===== src/rtl/i2c_fifo_pair_if.sv =====
// rtl/i2c_fifo_pair_if.sv - TX/RX buffer pair signal bundle with driver/buffer modports
interface i2c_fifo_pair_if #(
  parameter int TX_DW = 10,
  parameter int RX_DW = 8,
  parameter int DEPTH = 16
);
  localparam int AW = $clog2(DEPTH);

  logic             tx_flush;
  logic             tx_wr;
  logic [TX_DW-1:0] tx_din;
  logic             tx_rd;
  logic [TX_DW-1:0] tx_dout;
  logic             tx_empty;
  logic             tx_full;
  logic [AW:0]      tx_ocy;
  logic [AW:0]      tx_thr;
  logic             tx_low;
  logic             rx_flush;
  logic             rx_wr;
  logic [RX_DW-1:0] rx_din;
  logic             rx_rd;
  logic [RX_DW-1:0] rx_dout;
  logic             rx_empty;
  logic             rx_full;
  logic [AW:0]      rx_ocy;
  logic [AW:0]      rx_thr;
  logic             rx_high;
  logic [3:0]       err_clr;
  logic [3:0]       err;

  modport master (
    output tx_flush, tx_wr, tx_din, tx_rd, tx_thr,
    output rx_flush, rx_wr, rx_din, rx_rd, rx_thr, err_clr,
    input  tx_dout, tx_empty, tx_full, tx_ocy, tx_low,
    input  rx_dout, rx_empty, rx_full, rx_ocy, rx_high, err
  );

  modport slave (
    input  tx_flush, tx_wr, tx_din, tx_rd, tx_thr,
    input  rx_flush, rx_wr, rx_din, rx_rd, rx_thr, err_clr,
    output tx_dout, tx_empty, tx_full, tx_ocy, tx_low,
    output rx_dout, rx_empty, rx_full, rx_ocy, rx_high, err
  );
endinterface


===== src/rtl/i2c_fifo_pair.sv =====
// rtl/i2c_fifo_pair.sv - FWFT TX/RX FIFO pair with flush, water marks and sticky errors
module i2c_fifo_pair_fifo #(
  parameter int DW    = 8,
  parameter int DEPTH = 16,
  parameter int AW    = $clog2(DEPTH)
) (
  input  logic          clk,
  input  logic          rst,
  input  logic          flush,
  input  logic          wr,
  input  logic [DW-1:0] din,
  input  logic          rd,
  output logic [DW-1:0] dout,
  output logic          empty,
  output logic          full,
  output logic [AW:0]   ocy,
  output logic          ovf,
  output logic          udf
);
  logic [DW-1:0] mem [DEPTH];
  logic [AW-1:0] wptr;
  logic [AW-1:0] rptr;
  logic          push;
  logic          pop;

  assign empty = (ocy == '0);
  assign full  = (ocy == (AW+1)'(DEPTH));
  assign dout  = mem[rptr];

  // A pop frees a slot in the same cycle, so a full FIFO still takes a simultaneous push.
  assign push = wr && (!full || rd) && !flush;
  assign pop  = rd && !empty && !flush;
  assign ovf  = wr && full && !rd && !flush;
  assign udf  = rd && empty && !flush;

  always_ff @(posedge clk) begin
    if (push) begin
      mem[wptr] <= din;
    end
  end

  always_ff @(posedge clk or posedge rst) begin
    if (rst) begin
      wptr <= '0;
      rptr <= '0;
      ocy  <= '0;
    end else if (flush) begin
      wptr <= '0;
      rptr <= '0;
      ocy  <= '0;
    end else begin
      if (push) wptr <= wptr + 1'b1;
      if (pop)  rptr <= rptr + 1'b1;
      case ({push, pop})
        2'b10:   ocy <= ocy + 1'b1;
        2'b01:   ocy <= ocy - 1'b1;
        default: ocy <= ocy;
      endcase
    end
  end
endmodule

module i2c_fifo_pair #(
  parameter int TX_DW = 10,
  parameter int RX_DW = 8,
  parameter int DEPTH = 16
) (
  input  logic         clk,
  input  logic         rst,
  i2c_fifo_pair_if.slave bus
);
  localparam int AW = $clog2(DEPTH);

  logic tx_ovf, tx_udf, rx_ovf, rx_udf;
  logic [3:0] err_q;

  i2c_fifo_pair_fifo #(.DW(TX_DW), .DEPTH(DEPTH), .AW(AW)) u_tx (
    .clk(clk), .rst(rst), .flush(bus.tx_flush), .wr(bus.tx_wr), .din(bus.tx_din),
    .rd(bus.tx_rd), .dout(bus.tx_dout), .empty(bus.tx_empty), .full(bus.tx_full),
    .ocy(bus.tx_ocy), .ovf(tx_ovf), .udf(tx_udf)
  );

  i2c_fifo_pair_fifo #(.DW(RX_DW), .DEPTH(DEPTH), .AW(AW)) u_rx (
    .clk(clk), .rst(rst), .flush(bus.rx_flush), .wr(bus.rx_wr), .din(bus.rx_din),
    .rd(bus.rx_rd), .dout(bus.rx_dout), .empty(bus.rx_empty), .full(bus.rx_full),
    .ocy(bus.rx_ocy), .ovf(rx_ovf), .udf(rx_udf)
  );

  // Threshold outside 0..DEPTH naturally pins tx_low high and rx_high low.
  assign bus.tx_low  = (bus.tx_ocy <= bus.tx_thr);
  assign bus.rx_high = (bus.rx_thr != '0) && (bus.rx_ocy >= bus.rx_thr);
  assign bus.err     = err_q;

  always_ff @(posedge clk or posedge rst) begin
    if (rst) begin
      err_q <= '0;
    end else begin
      err_q <= (err_q & ~bus.err_clr) | {rx_udf, rx_ovf, tx_udf, tx_ovf};
    end
  end
endmodule


===== src/flat_wrapper.sv =====
// flat-port wrapper written by rule: the top's interface ports become plain ports
module i2c_fifo_pair_flat 
#(
  parameter int TX_DW = 10,
  parameter int RX_DW = 8,
  parameter int DEPTH = 16
)
  (clk, rst, bus_tx_flush, bus_tx_wr, bus_tx_din, bus_tx_rd, bus_tx_thr, bus_rx_flush, bus_rx_wr, bus_rx_din, bus_rx_rd, bus_rx_thr, bus_err_clr, bus_tx_dout, bus_tx_empty, bus_tx_full, bus_tx_ocy, bus_tx_low, bus_rx_dout, bus_rx_empty, bus_rx_full, bus_rx_ocy, bus_rx_high, bus_err);
  i2c_fifo_pair_if #(.TX_DW(TX_DW), .RX_DW(RX_DW), .DEPTH(DEPTH)) bus_i ();
  input  logic clk;
  input  logic rst;
  input wire logic [$bits(bus_i.tx_flush)-1:0] bus_tx_flush;
  input wire logic [$bits(bus_i.tx_wr)-1:0] bus_tx_wr;
  input wire logic [$bits(bus_i.tx_din)-1:0] bus_tx_din;
  input wire logic [$bits(bus_i.tx_rd)-1:0] bus_tx_rd;
  input wire logic [$bits(bus_i.tx_thr)-1:0] bus_tx_thr;
  input wire logic [$bits(bus_i.rx_flush)-1:0] bus_rx_flush;
  input wire logic [$bits(bus_i.rx_wr)-1:0] bus_rx_wr;
  input wire logic [$bits(bus_i.rx_din)-1:0] bus_rx_din;
  input wire logic [$bits(bus_i.rx_rd)-1:0] bus_rx_rd;
  input wire logic [$bits(bus_i.rx_thr)-1:0] bus_rx_thr;
  input wire logic [$bits(bus_i.err_clr)-1:0] bus_err_clr;
  output wire logic [$bits(bus_i.tx_dout)-1:0] bus_tx_dout;
  output wire logic [$bits(bus_i.tx_empty)-1:0] bus_tx_empty;
  output wire logic [$bits(bus_i.tx_full)-1:0] bus_tx_full;
  output wire logic [$bits(bus_i.tx_ocy)-1:0] bus_tx_ocy;
  output wire logic [$bits(bus_i.tx_low)-1:0] bus_tx_low;
  output wire logic [$bits(bus_i.rx_dout)-1:0] bus_rx_dout;
  output wire logic [$bits(bus_i.rx_empty)-1:0] bus_rx_empty;
  output wire logic [$bits(bus_i.rx_full)-1:0] bus_rx_full;
  output wire logic [$bits(bus_i.rx_ocy)-1:0] bus_rx_ocy;
  output wire logic [$bits(bus_i.rx_high)-1:0] bus_rx_high;
  output wire logic [$bits(bus_i.err)-1:0] bus_err;
  assign bus_i.tx_flush = bus_tx_flush;
  assign bus_i.tx_wr = bus_tx_wr;
  assign bus_i.tx_din = bus_tx_din;
  assign bus_i.tx_rd = bus_tx_rd;
  assign bus_i.tx_thr = bus_tx_thr;
  assign bus_i.rx_flush = bus_rx_flush;
  assign bus_i.rx_wr = bus_rx_wr;
  assign bus_i.rx_din = bus_rx_din;
  assign bus_i.rx_rd = bus_rx_rd;
  assign bus_i.rx_thr = bus_rx_thr;
  assign bus_i.err_clr = bus_err_clr;
  assign bus_tx_dout = bus_i.tx_dout;
  assign bus_tx_empty = bus_i.tx_empty;
  assign bus_tx_full = bus_i.tx_full;
  assign bus_tx_ocy = bus_i.tx_ocy;
  assign bus_tx_low = bus_i.tx_low;
  assign bus_rx_dout = bus_i.rx_dout;
  assign bus_rx_empty = bus_i.rx_empty;
  assign bus_rx_full = bus_i.rx_full;
  assign bus_rx_ocy = bus_i.rx_ocy;
  assign bus_rx_high = bus_i.rx_high;
  assign bus_err = bus_i.err;
  i2c_fifo_pair #(.TX_DW(TX_DW), .RX_DW(RX_DW), .DEPTH(DEPTH)) u_core (.clk(clk), .rst(rst), .bus(bus_i));
endmodule

===== config.mk =====
export PLATFORM = sky130hd
export DESIGN_NAME = i2c_fifo_pair_flat
export DESIGN_NICKNAME = d
export VERILOG_FILES = /design/src/rtl/i2c_fifo_pair_if.sv /design/src/rtl/i2c_fifo_pair.sv /design/src/flat_wrapper.sv
export SDC_FILE = /design/constraint.sdc
export NUM_CORES = 1
export LEC_CHECK = 0
export ABC_AREA = 0
export CAP_MARGIN = 10
export CORE_ASPECT_RATIO = 0.9
export CORE_MARGIN = 2
export CORE_UTILIZATION = 31
export CTS_CLUSTER_DIAMETER = 60
export CTS_CLUSTER_SIZE = 24
export DETAILED_ROUTE_END_ITERATION = 12
export PLACE_DENSITY = 0.46
export SLEW_MARGIN = 40
export SYNTH_ARGS = -nofsm -noshare
export SYNTH_HDL_FRONTEND = slang
export SYNTH_SLANG_ARGS = --single-unit

===== constraint.sdc =====
create_clock -name clk -period 5.5 [get_ports clk]
set_clock_uncertainty 0.15 [all_clocks]
set_input_delay 1.65 -clock clk [delete_from_list [all_inputs] [get_ports clk]]
set_output_delay 1.65 -clock clk [all_outputs]
set_load 0.03 [all_outputs]

==> results.sh <==
export IMPL_outcome="finished, violations left"
export IMPL_violations="DRC"
export IMPL_required_ns=3.70
export IMPL_drcViolationCount=2
export IMPL_rows=71
export IMPL_hold_buffers=0
export IMPL_numClockSinks=318
export IMPL_grt_pass1_wl_mm=45.0
export IMPL_hold_viol_final=0
export IMPL_placed_area_um2=14900
export IMPL_cp_max_fo=2
export IMPL_period_needed_ns=5.41
export IMPL_grt_ovfl_total=0
export IMPL_critPathLaunch="bus_rx_thr[0]"
export IMPL_cts_setup_buffers=0
export IMPL_htree_levels=1
export IMPL_syn2layout_area_growth_pct=20.5
export IMPL_syn_area_um2=13200
export IMPL_end_kind="primary output"
export IMPL_yosysUniqueCellTypes=51
export IMPL_hold_class="flip-flop to flip-flop"
export IMPL_core_area_um2=41900
export IMPL_grt_max_degree=36
export IMPL_diodes=0
export IMPL_worst_slew_pin_slew_ns=0.768
export IMPL_timing_final_crit_share_pct=98.4
export IMPL_ys_flop_type="edfxtp_1"
export IMPL_mostFrequentLayoutCells="288 x edfxtp_1, 80 x mux4_2, 75 x clkdlybuf4s50_1"
export IMPL_synth_seq_cells=318
export IMPL_io_pins=78
export IMPL_num_vias=6923
export IMPL_rsz0062_at_grt="no"
export IMPL_postLayoutCoreUtil_pct=38.0
export IMPL_root_buffer="clkbuf_16"
export IMPL_leakage_nw=5.23
export IMPL_grt_usage_pct=13.5
export IMPL_dp_hpwl_mm=19.3
export IMPL_final_cell_area_um2=15900
export IMPL_die_x_um=222
export IMPL_powerDensity_nw_per_um2=413
export IMPL_critPathLaunchType="primary input"
export IMPL_start_util_pct=31.6
export IMPL_post_drt_wl_per_cell_um=21.0
export IMPL_die_height_um=200
export IMPL_grt_pass1_vias=7340
export IMPL_hold_depth=2
export IMPL_first_pass_iters=9
export IMPL_drtIter0Drc=473
export IMPL_critical_path_endpoint="bus_rx_high"
export IMPL_layout_commonest_cell="edfxtp_1"
export IMPL_reg2regPathDepth=10
export IMPL_routabilityCongestion=0.775
export IMPL_clock_latency_ns=0.58
export IMPL_cts_tree="done"
export IMPL_drive_above_1_share_pct=22.7
export IMPL_timing_slew_headroom_pct=48.8
export IMPL_portBuffers=77
export IMPL_ir_drop_uv=240
export IMPL_syn_num_nets=786
export IMPL_fin_nets=903
export IMPL_cts_buffers=30
export IMPL_yosysSeqAreaShare_pct=71.0
export IMPL_postRouteAntennaNets=0
export IMPL_cap_violations=0
export IMPL_via_per_inst=4.91
export IMPL_clock_fmax_ghz=0.185
export IMPL_worstPathArrival_ns=3.61
export IMPL_routed_wl_mm=29.5
export IMPL_r2r_slack_ns=2.46
export IMPL_r2r_start="u_core.u_tx.ocy[1]"
export IMPL_antenna_found_initial=0
export IMPL_die_area_um2=44400
export IMPL_drv_slew=0
export IMPL_avgSynthCellArea_um2=18.3
export IMPL_postSynthCellCount=722
export IMPL_synth_edf_count=288
export IMPL_reg2reg_to="u_core.u_tx.ocy[4]"
export IMPL_setup_viol=0
export IMPL_worstSetupPathType="primary input to primary output"
export IMPL_clockBufferDepth=3
export IMPL_path_clk_slew_ns=0.07
export IMPL_async_flop_share_pct=9.43
export IMPL_ys_warn_count=0
export IMPL_n_fill_cell=3847
## sequential cells by signal (all words and copies together) (netlist names)
name / flops
u_core.u_tx.rptr: 4
u_core.u_rx.mem: 128
u_core.u_rx.ocy: 5
u_core.u_tx.wptr: 4
u_core.u_tx.mem: 160
u_core.u_tx.ocy: 5
u_core.bus.err: 4
u_core.u_rx.rptr: 4
u_core.u_rx.wptr: 4
## what timing repair did
action / CTS / global route
resized for setup: 1 / 0
setup endpoints to repair: 1 / 0
endpoints found under the hold margin: 0 / 0
## where the power goes
group	internal (W)	switching, W	total [W]
combinational	0.000756	0.000834	0.00159
sequential	0.00270	0.000128	0.00282
clock	0.00116	0.00102	0.00218
total	0.00461	0.00198	0.00659
## worst max-delay path, cell delays in order
cell and delay (ns):
clkdlybuf4s50_1 0.50, ha_1 0.23, nand2b_1 0.15, a21o_1 0.18
a21o_1 0.18, a21o_1 0.18, a21oi_1 0.14, a21oi_1 0.05
dlygate4sd2_1 0.36
## worst min path at each step
stage / startpoint / to / slack, ns
final: u_core.bus.err[3] / u_core.bus.err[3] / 0.38
after global placement: u_core.bus.err[3] / u_core.bus.err[3] / 0.36
after detailed placement: u_core.bus.err[3] / u_core.bus.err[3] / 0.37
after global routing: u_core.bus.err[3] / u_core.bus.err[3] / 0.42
after floorplan: u_core.u_tx.rptr[3] / u_core.u_tx.rptr[3] / 0.37
after CTS: u_core.bus.err[3] / u_core.bus.err[3] / 0.39
## stage by stage
stage	setup TNS [ns]	hold slack, ns	worst slack [ns]	std cells	power [W]
4_1_cts	0	0.392	0.0804	1409	0.00670
3_3_place_gp	-0.105	0.358	-0.105	1354	0.00447
6_report	0	0.385	0.0876	1409	0.00659
2_1_floorplan	0	0.372	0.766	722	0.00395
3_5_place_dp	-0.149	0.375	-0.149	1354	0.00450
5_1_grt	0	0.416	0.0299	1409	0.00690
## final cells by class
cell class                 count  area (um2)  share of cell area (%)
timing repair buffer         121        1120                    7.04
inverter                      27         101                   0.636
clock inverter                25         318                    1.99
multi-input combinational    341        3570                    22.4
sequential                   318        9400                    59.0
clock buffer                  30         751                    4.71
tap                          547         684                    4.29
## layer usage
| metal | up-vias | track usage, % | part of all wire [%] |
|---|---|---|---|
| li1 | 3104 | - | - |
| met1 | 3620 | 18.6 | 46 |
| met2 | 156 | 22.4 | 48 |
| met3 | 43 | 1.99 | 3.8 |
| met4 | 0 | 3.58 | 2.2 |
| met5 | - | 0 | 0 |
## cells in the mapped netlist (2+ instances only)
cell,count,area share [%]
nand3_1,10,0.38
o22ai_1,3,0.14
mux4_2,80,14
or3_1,4,0.19
or4_1,2,0.11
o21ai_1,3,0.11
a31oi_1,5,0.24
nor3_1,10,0.38
mux2i_1,17,1.3
dfrtp_1,30,5.7
edfxtp_1,288,65
xor2_1,10,0.66
a21o_1,5,0.28
a21oi_1,24,0.91
nor2_1,50,1.4
o32ai_1,2,0.13
buf_2,10,0.38
ha_1,24,2.3
buf_1,6,0.17
a211oi_1,13,0.74
buf_4,3,0.17
o21ai_0,3,0.11
xnor2_1,6,0.40
nor4_4,2,0.32
nand2b_1,9,0.43
nand2_1,25,0.71
nor2b_1,13,0.61
clkbuf_1,16,0.45
inv_2,2,0.057
inv_1,25,0.71
nand4_1,2,0.095
## kinds of logic after synthesis
| family | count (synthesis) | share of synthesized area [%] |
|---|---|---|
| flops | 318 | 71.0 |
| simple gates | 132 | 4.93 |
| mux | 99 | 15.1 |
| compound gates | 69 | 3.50 |
| buf+inv | 63 | 2.02 |
| fa+ha+maj | 24 | 2.27 |
| xor+xnor | 17 | 1.18 |
Note: power is estimated with default switching activity, not from simulation.
